`src/rtl/maint_ctrl_multi.sv`:
```
// maint_ctrl_multi: N-channel maintenance-cycle controller.
// Each channel runs its own IDLE/MAINT/ERROR machine. A maintenance window
// opens and closes on button rising edges, is limited to TIMEOUT cycles
// (overrun -> ERROR), and each completed window bumps a saturating counter.
// ERROR is left only through the per-channel clr_err.
// Ports:
//   clk, reset         clock (rising edge), async active-high reset
//   mant_btn[N_CH]     per-channel maintenance button (level, synchronous)
//   clr_err[N_CH]      per-channel error clear (level)
//   state_o[2*N_CH]    ch i at [2i+1:2i]: 00 IDLE, 01 MAINT, 10 ERROR
//   maint_cnt_o        ch i at [CNT_W*i +: CNT_W]; all-ones while in ERROR
//   done_o[N_CH]       one-cycle pulse per completed window
//   err_o[N_CH]        high while channel is in ERROR
//   any_err_o          OR of err_o

// Single channel. Instantiated once per channel by maint_ctrl_multi.
module maint_ch #(
  parameter int CNT_W   = 8,
  parameter int TIMEOUT = 200
) (
  input  logic             clk,
  input  logic             reset,
  input  logic             btn_i,
  input  logic             clr_i,
  output logic [1:0]       state_o,
  output logic [CNT_W-1:0] cnt_o,
  output logic             done_o,
  output logic             err_o
);
  localparam int TW = $clog2(TIMEOUT);
  localparam logic [TW-1:0]    TMR_LAST = TW'(TIMEOUT - 1);
  // All-ones is the error code, so the highest real count is all-ones minus one.
  localparam logic [CNT_W-1:0] CNT_SAT  = {{(CNT_W-1){1'b1}}, 1'b0};
  localparam logic [CNT_W-1:0] CNT_ERR  = '1;

  localparam logic [1:0] ST_IDLE  = 2'b00;
  localparam logic [1:0] ST_MAINT = 2'b01;
  localparam logic [1:0] ST_ERR   = 2'b10;

  logic [1:0]       state_q, state_d;
  logic [TW-1:0]    timer_q, timer_d;
  logic [CNT_W-1:0] cnt_q,   cnt_d;
  logic             btn_q, done_q, done_d, err_q;
  logic             rise;

  // btn_q resets low, so a button held across reset release reads as a rise.
  assign rise = btn_i & ~btn_q;

  always_comb begin
    state_d = state_q;
    timer_d = timer_q;
    cnt_d   = cnt_q;
    done_d  = 1'b0;
    case (state_q)
      ST_IDLE: begin
        if (rise) begin
          state_d = ST_MAINT;
          timer_d = '0;
        end
      end
      ST_MAINT: begin
        // Timeout outranks a closing press on the same edge.
        if (timer_q == TMR_LAST) begin
          state_d = ST_ERR;
        end else if (rise) begin
          state_d = ST_IDLE;
          done_d  = 1'b1;
          if (cnt_q != CNT_SAT) cnt_d = cnt_q + 1'b1;
        end else begin
          timer_d = timer_q + 1'b1;
        end
      end
      ST_ERR: begin
        // A press alongside the clear is ignored: ERROR always goes via IDLE.
        if (clr_i) begin
          state_d = ST_IDLE;
          timer_d = '0;
        end
      end
      default: state_d = ST_IDLE;
    endcase
  end

  always_ff @(posedge clk or posedge reset) begin
    if (reset) begin
      state_q <= ST_IDLE;
      timer_q <= '0;
      cnt_q   <= '0;
      btn_q   <= 1'b0;
      done_q  <= 1'b0;
      err_q   <= 1'b0;
    end else begin
      state_q <= state_d;
      timer_q <= timer_d;
      cnt_q   <= cnt_d;
      btn_q   <= btn_i;
      done_q  <= done_d;
      err_q   <= (state_d == ST_ERR);
    end
  end

  assign state_o = state_q;
  assign done_o  = done_q;
  assign err_o   = err_q;
  // Count is held internally during ERROR; only the displayed value is masked.
  assign cnt_o   = err_q ? CNT_ERR : cnt_q;
endmodule

module maint_ctrl_multi #(
  parameter int N_CH    = 4,
  parameter int CNT_W   = 8,
  parameter int TIMEOUT = 200
) (
  input  logic                  clk,
  input  logic                  reset,
  input  logic [N_CH-1:0]       mant_btn,
  input  logic [N_CH-1:0]       clr_err,
  output logic [2*N_CH-1:0]     state_o,
  output logic [CNT_W*N_CH-1:0] maint_cnt_o,
  output logic [N_CH-1:0]       done_o,
  output logic [N_CH-1:0]       err_o,
  output logic                  any_err_o
);
  for (genvar g = 0; g < N_CH; g++) begin : g_ch
    maint_ch #(
      .CNT_W   (CNT_W),
      .TIMEOUT (TIMEOUT)
    ) u_ch (
      .clk     (clk),
      .reset   (reset),
      .btn_i   (mant_btn[g]),
      .clr_i   (clr_err[g]),
      .state_o (state_o[2*g +: 2]),
      .cnt_o   (maint_cnt_o[CNT_W*g +: CNT_W]),
      .done_o  (done_o[g]),
      .err_o   (err_o[g])
    );
  end

  assign any_err_o = |err_o;
endmodule

```
`config.mk`:
```
export PLATFORM = sky130hd
export DESIGN_NAME = maint_ctrl_multi
export DESIGN_NICKNAME = d
export VERILOG_FILES = /design/src/rtl/maint_ctrl_multi.sv
export SDC_FILE = /design/constraint.sdc
export NUM_CORES = 1
export LEC_CHECK = 0
export ABC_AREA = 1
export CAP_MARGIN = 20
export CORE_MARGIN = 3
export CORE_UTILIZATION = 40
export CTS_CLUSTER_SIZE = 20
export DETAILED_ROUTE_END_ITERATION = 8
export PLACE_DENSITY = 0.62
export SYNTH_ARGS = -nofsm -noshare
export SYNTH_HDL_FRONTEND = slang
export SYNTH_SLANG_ARGS = --single-unit
```
`constraint.sdc`:
```
create_clock -name clk -period 3.1 [get_ports clk]
set_input_delay 0.62 -clock clk [delete_from_list [all_inputs] [get_ports clk]]
set_output_delay 0.62 -clock clk [all_outputs]
set_load 0.03 [all_outputs]
```
==> insert_results.sql <==
INSERT INTO impl_metrics (metric_group, metric, value, unit) VALUES
('route', 'totalWireLength', '10500', 'um'),
('route', 'route.antenna.remaining_nets', '0', ''),
('sta', 'rsz_0062_raised_after_global_routing', 'no', ''),
('floorplanning', 'die_x', '118', 'um'),
('setup_path', 'critical_path.max_stage_delay', '0.63', 'ns'),
('clock_network', 'clkLatencyLatePin', '0.34', 'ns'),
('clock_network', 'postCtsSetupBuffers', '0', ''),
('setup_path', 'sort_of_element_at_the_end_of_the_critical_path', 'output port', ''),
('synth', 'ys_dominant_reg_cell', 'sky130_fd_sc_hd__dfrtp_1', ''),
('synth', 'syn-mean-instance-area', '7.33', 'sq um'),
('setup_path', 'cp_cell_sequence', 'inv_1 > nand4_1 > clkdlybuf4s50_1', ''),
('floorplanning', 'initial_utilization', '41.2', '%'),
('floorplanning', 'design.core.area', '12100', 'sq um'),
('cells_and_area', 'finalCoreUtilization', '49.4', '%'),
('synth', 'ys.warnings.count', '0', ''),
('sta', 'final-setup-viol-count', '0', ''),
('synth', 'synthesis.area', '4990', 'sq um'),
('synth', 'synth.yosys.seq_area_share', '42.1', '%'),
('sta', 'worst_clock_skew', '0.00475', 'ns'),
('clock_network', 'cts_num_sinks', '84', ''),
('sta', 'hold_viol', '0', ''),
('setup_path', 'cp_max_fanout', '7', ''),
('floorplanning', 'design.portCount', '59', ''),
('setup_path', 'classification_of_the_worst_setup_path', 'flop to output port', ''),
('worst_hold_path', 'hold_path_class', 'flop to flop', ''),
('power', 'ir_worst_vdd', '326', 'uV'),
('route', 'total_via_count_after_detailed_routing', '4284', ''),
('grt', 'largest_net_degree_at_the_start_of_global_routing', '56', ''),
('grt', 'grt_first_pass_wirelength', '18600', 'um'),
('setup_path', 'cp.arrival', '1.82', 'ns'),
('cells_and_area', 'multi_input_area', '2470', 'sq um'),
('cells_and_area', 'fraction_of_final_layout_cells_with_drive_strength_greater_than_1', '7.97', '%'),
('route', 'detail_route.drc_violations', '0', ''),
('clock_network', 'clock_tree.buffer_depth', '2', ''),
('power', 'cellLeakagePower', '3.09', 'nW'),
('cells_and_area', 'flow.area_growth_from_synthesis', '19.7', '%'),
('sta', 'timing_worst_slew_pin_value', '0.553', 'ns'),
('place', 'port-buffer-count', '58', ''),
('floorplanning', 'die_ht', '118', 'um'),
('route', 'post_drt_wl_per_cell', '11.6', 'um'),
('setup_path', 'cp_data_required_time', '2.48', 'ns'),
('grt', 'grt_overflow_total', '0', ''),
('clock_network', 'cts_hold_buf', '0', ''),
('setup_path', 'worst_setup_path_start_kind', 'flop', ''),
('sta', 'max_freq', '0.410', 'GHz'),
('grt', 'groute.usage.overall', '15.9', '%'),
('sta', 'final_min_period_over_clock_period', '78.6', '%'),
('synth', 'synthCells', '681', ''),
('setup_path', 'r2r_setup_slack', '1.41', 'ns'),
('route', 'detail_route.vias_per_cell', '4.72', ''),
('synth', 'synth_edf_count', '0', ''),
('synth', 'synth_fp_nets', '703', ''),
('run_status', 'status', 'finished, final reports clean', ''),
('route', 'drt_pre_antenna_iters', '5', ''),
('sta', 'max-slew-margin-rel', '63.1', '%'),
('sta', 'finalMaxSlewViolations', '0', ''),
('floorplanning', 'placementRows', '40', ''),
('setup_path', 'critPathSlowestCell', 'sky130_fd_sc_hd__clkdlybuf4s50_1', ''),
('clock_network', 'clkTransAtPathRegs', '0.06', 'ns'),
('synth', 'postSynth.asyncResetShare', '100', '%'),
('clock_network', 'numCtsBuffers', '9', ''),
('grt', 'first_global_vias', '4063', ''),
('sta', 'final.setup.tns', '0', 'ns'),
('flow_run', 'max_cap_violations', '0', ''),
('grt', 'antenna_found_initial', '0', ''),
('place', 'place_congestion', '0.831', ''),
('clock_network', 'cts_htree_levels', '3', ''),
('place', 'place_hpwl', '7650', 'um'),
('synth', 'synth_seq_cells', '84', ''),
('clock_network', 'cts_tree', 'yes', ''),
('clock_network', 'post_cts.resized_instances', '0', ''),
('cells_and_area', 'diodes', '0', ''),
('clock_network', 'cts_root_buffer', 'sky130_fd_sc_hd__clkbuf_16', ''),
('cells_and_area', 'finalNetCount', '757', ''),
('power', 'powerDensity', '624', 'nW/um^2'),
('cells_and_area', 'filler_cell_count', '1216', ''),
('synth', 'synth_cell_type_count', '32', ''),
('route', 'drt_first_iter_violations', '264', ''),
('sta', 'final_critical_delay_including_setup_and_external_delays', '2.44', 'ns'),
('floorplanning', 'overall_die_area', '13900', 'sq um'),
('cells_and_area', 'final-seq-area', '2100', 'sq um');
worst paths after layout:
| check | cells after the start | to | from |
|---|---|---|---|
| max | 3 | any_err_o | g_ch[2].u_ch.err_o |
| min | 2 | g_ch[2].u_ch.timer_q[1] | g_ch[2].u_ch.timer_q[1] |
| max reg2reg | 7 | g_ch[3].u_ch.timer_q[7] | g_ch[3].u_ch.state_o[1] |
| min reg2reg | 2 | g_ch[2].u_ch.timer_q[1] | g_ch[2].u_ch.timer_q[1] |
| max in group asynchronous | 3 | g_ch[1].u_ch.cnt_q[1] | reset |
| min in group asynchronous | 2 | g_ch[3].u_ch.done_o | reset |
per-stage QoR:
| step | cell area, sq um | setup WS (ns) | hold slack, ns | power [mW] | std cells |
|---|---|---|---|---|---|
| floorplan | 4990 | 0.315 | 0.463 | 2.33 | 681 |
| detailed placement | 5690 | 0.718 | 0.493 | 2.73 | 892 |
| CTS | 5980 | 0.681 | 0.510 | 3.78 | 908 |
| global placement | 5690 | 0.763 | 0.484 | 2.70 | 892 |
| finish | 5980 | 0.662 | 0.503 | 3.73 | 908 |
| global route | 5980 | 0.603 | 0.540 | 3.99 | 908 |
layer usage:
layer	up-vias	GRT usage [%]	wire, um
met1	1963	20.6	5020
met2	75	25.8	4870
met5	-	0	0
li1	2229	-	-
met3	17	3.12	357
met4	0	7.18	248
cells by family after synthesis:
group | synth area share, %
flip-flops | 42.1
XOR/XNOR | 3.86
buffers and inverters | 8.52
AND/OR/NAND/NOR | 37.4
AO/OA/AOI/OAI | 5.14
adder cells (fa/ha/maj) | 3.01
area by class of cell:
class                   instances  share of cell area [%]
inverters                      82                    5.17
well taps                     168                    3.52
repair buffers                 59                    10.0
clock inverters                 4                   0.377
flip-flops and latches         84                    35.2
clock buffers                  12                    4.46
multi-input cells             499                    41.3
layout by cell type, fill, tap and decap left out:
cell type,n
sky130_fd_sc_hd__clkinvlp_4,1
sky130_fd_sc_hd__and3_1,2
sky130_fd_sc_hd__nand2_2,12
sky130_fd_sc_hd__nor3_1,4
sky130_fd_sc_hd__clkinv_2,4
sky130_fd_sc_hd__nor2_1,55
sky130_fd_sc_hd__o21ai_0,18
sky130_fd_sc_hd__nand2_4,2
sky130_fd_sc_hd__nor2_2,1
sky130_fd_sc_hd__nand2_1,259
sky130_fd_sc_hd__a21oi_1,3
sky130_fd_sc_hd__buf_12,1
sky130_fd_sc_hd__or2_2,6
sky130_fd_sc_hd__nand4_1,6
sky130_fd_sc_hd__nor3_4,3
sky130_fd_sc_hd__dfrtp_1,84
sky130_fd_sc_hd__clkbuf_16,9
sky130_fd_sc_hd__nand3_1,61
sky130_fd_sc_hd__nor3b_1,6
sky130_fd_sc_hd__xor2_1,18
sky130_fd_sc_hd__o21ai_2,7
sky130_fd_sc_hd__xnor2_1,4
sky130_fd_sc_hd__inv_2,3
sky130_fd_sc_hd__o31ai_1,3
sky130_fd_sc_hd__inv_1,78
sky130_fd_sc_hd__nand3b_1,5
sky130_fd_sc_hd__clkdlybuf4s50_1,58
sky130_fd_sc_hd__a21oi_2,2
sky130_fd_sc_hd__nand3_2,3
sky130_fd_sc_hd__nor2_4,1
sky130_fd_sc_hd__a31oi_2,1
sky130_fd_sc_hd__ha_1,12
sky130_fd_sc_hd__o21bai_1,5
sky130_fd_sc_hd__clkbuf_8,3
worst max-delay path, delay by kind of cell (launching register included):
family,cells,cell delay (ns)
buffers and inverters,2,0.87
and+or+nand+nor,1,0.18
DFF,1,0.42
where the power goes:
group	internal, mW	switching (mW)
Clock	0.604	0.425
Combinational	0.486	0.736
Sequential	1.27	0.206
Total	2.36	1.37
Yosys cell counts (3+ instances only):
library cell,n,area share (%)
sky130_fd_sc_hd__a21oi_1,3,0.30
sky130_fd_sc_hd__buf_4,9,1.4
sky130_fd_sc_hd__buf_6,3,0.68
sky130_fd_sc_hd__clkbuf_1,3,0.23
sky130_fd_sc_hd__dfrtp_1,84,42
sky130_fd_sc_hd__ha_1,12,3.0
sky130_fd_sc_hd__inv_1,79,5.9
sky130_fd_sc_hd__inv_2,3,0.23
sky130_fd_sc_hd__nand2_1,259,19
sky130_fd_sc_hd__nand2_2,12,1.5
sky130_fd_sc_hd__nand3_1,61,6.1
sky130_fd_sc_hd__nand3_2,3,0.60
sky130_fd_sc_hd__nand3b_1,5,0.75
sky130_fd_sc_hd__nand4_1,6,0.75
sky130_fd_sc_hd__nor2_1,55,4.1
sky130_fd_sc_hd__nor3_1,4,0.40
sky130_fd_sc_hd__nor3_4,3,0.98
sky130_fd_sc_hd__nor3b_1,6,0.90
sky130_fd_sc_hd__o21ai_0,18,1.8
sky130_fd_sc_hd__o21ai_2,7,1.2
sky130_fd_sc_hd__o21bai_1,5,0.75
sky130_fd_sc_hd__o31ai_1,3,0.45
sky130_fd_sc_hd__or2_2,6,0.75
sky130_fd_sc_hd__xnor2_1,4,0.70
sky130_fd_sc_hd__xor2_1,18,3.2
flip-flops by register name (all words and copies together), names as in the netlist:
name and count:
g_ch.u_ch.cnt_q 32, g_ch.u_ch.timer_q 32, g_ch.u_ch.btn_q 4, g_ch.u_ch.done_o 4
g_ch.u_ch.err_o 4, g_ch.u_ch.state_o 8
Power figures use the tool's default switching activity.
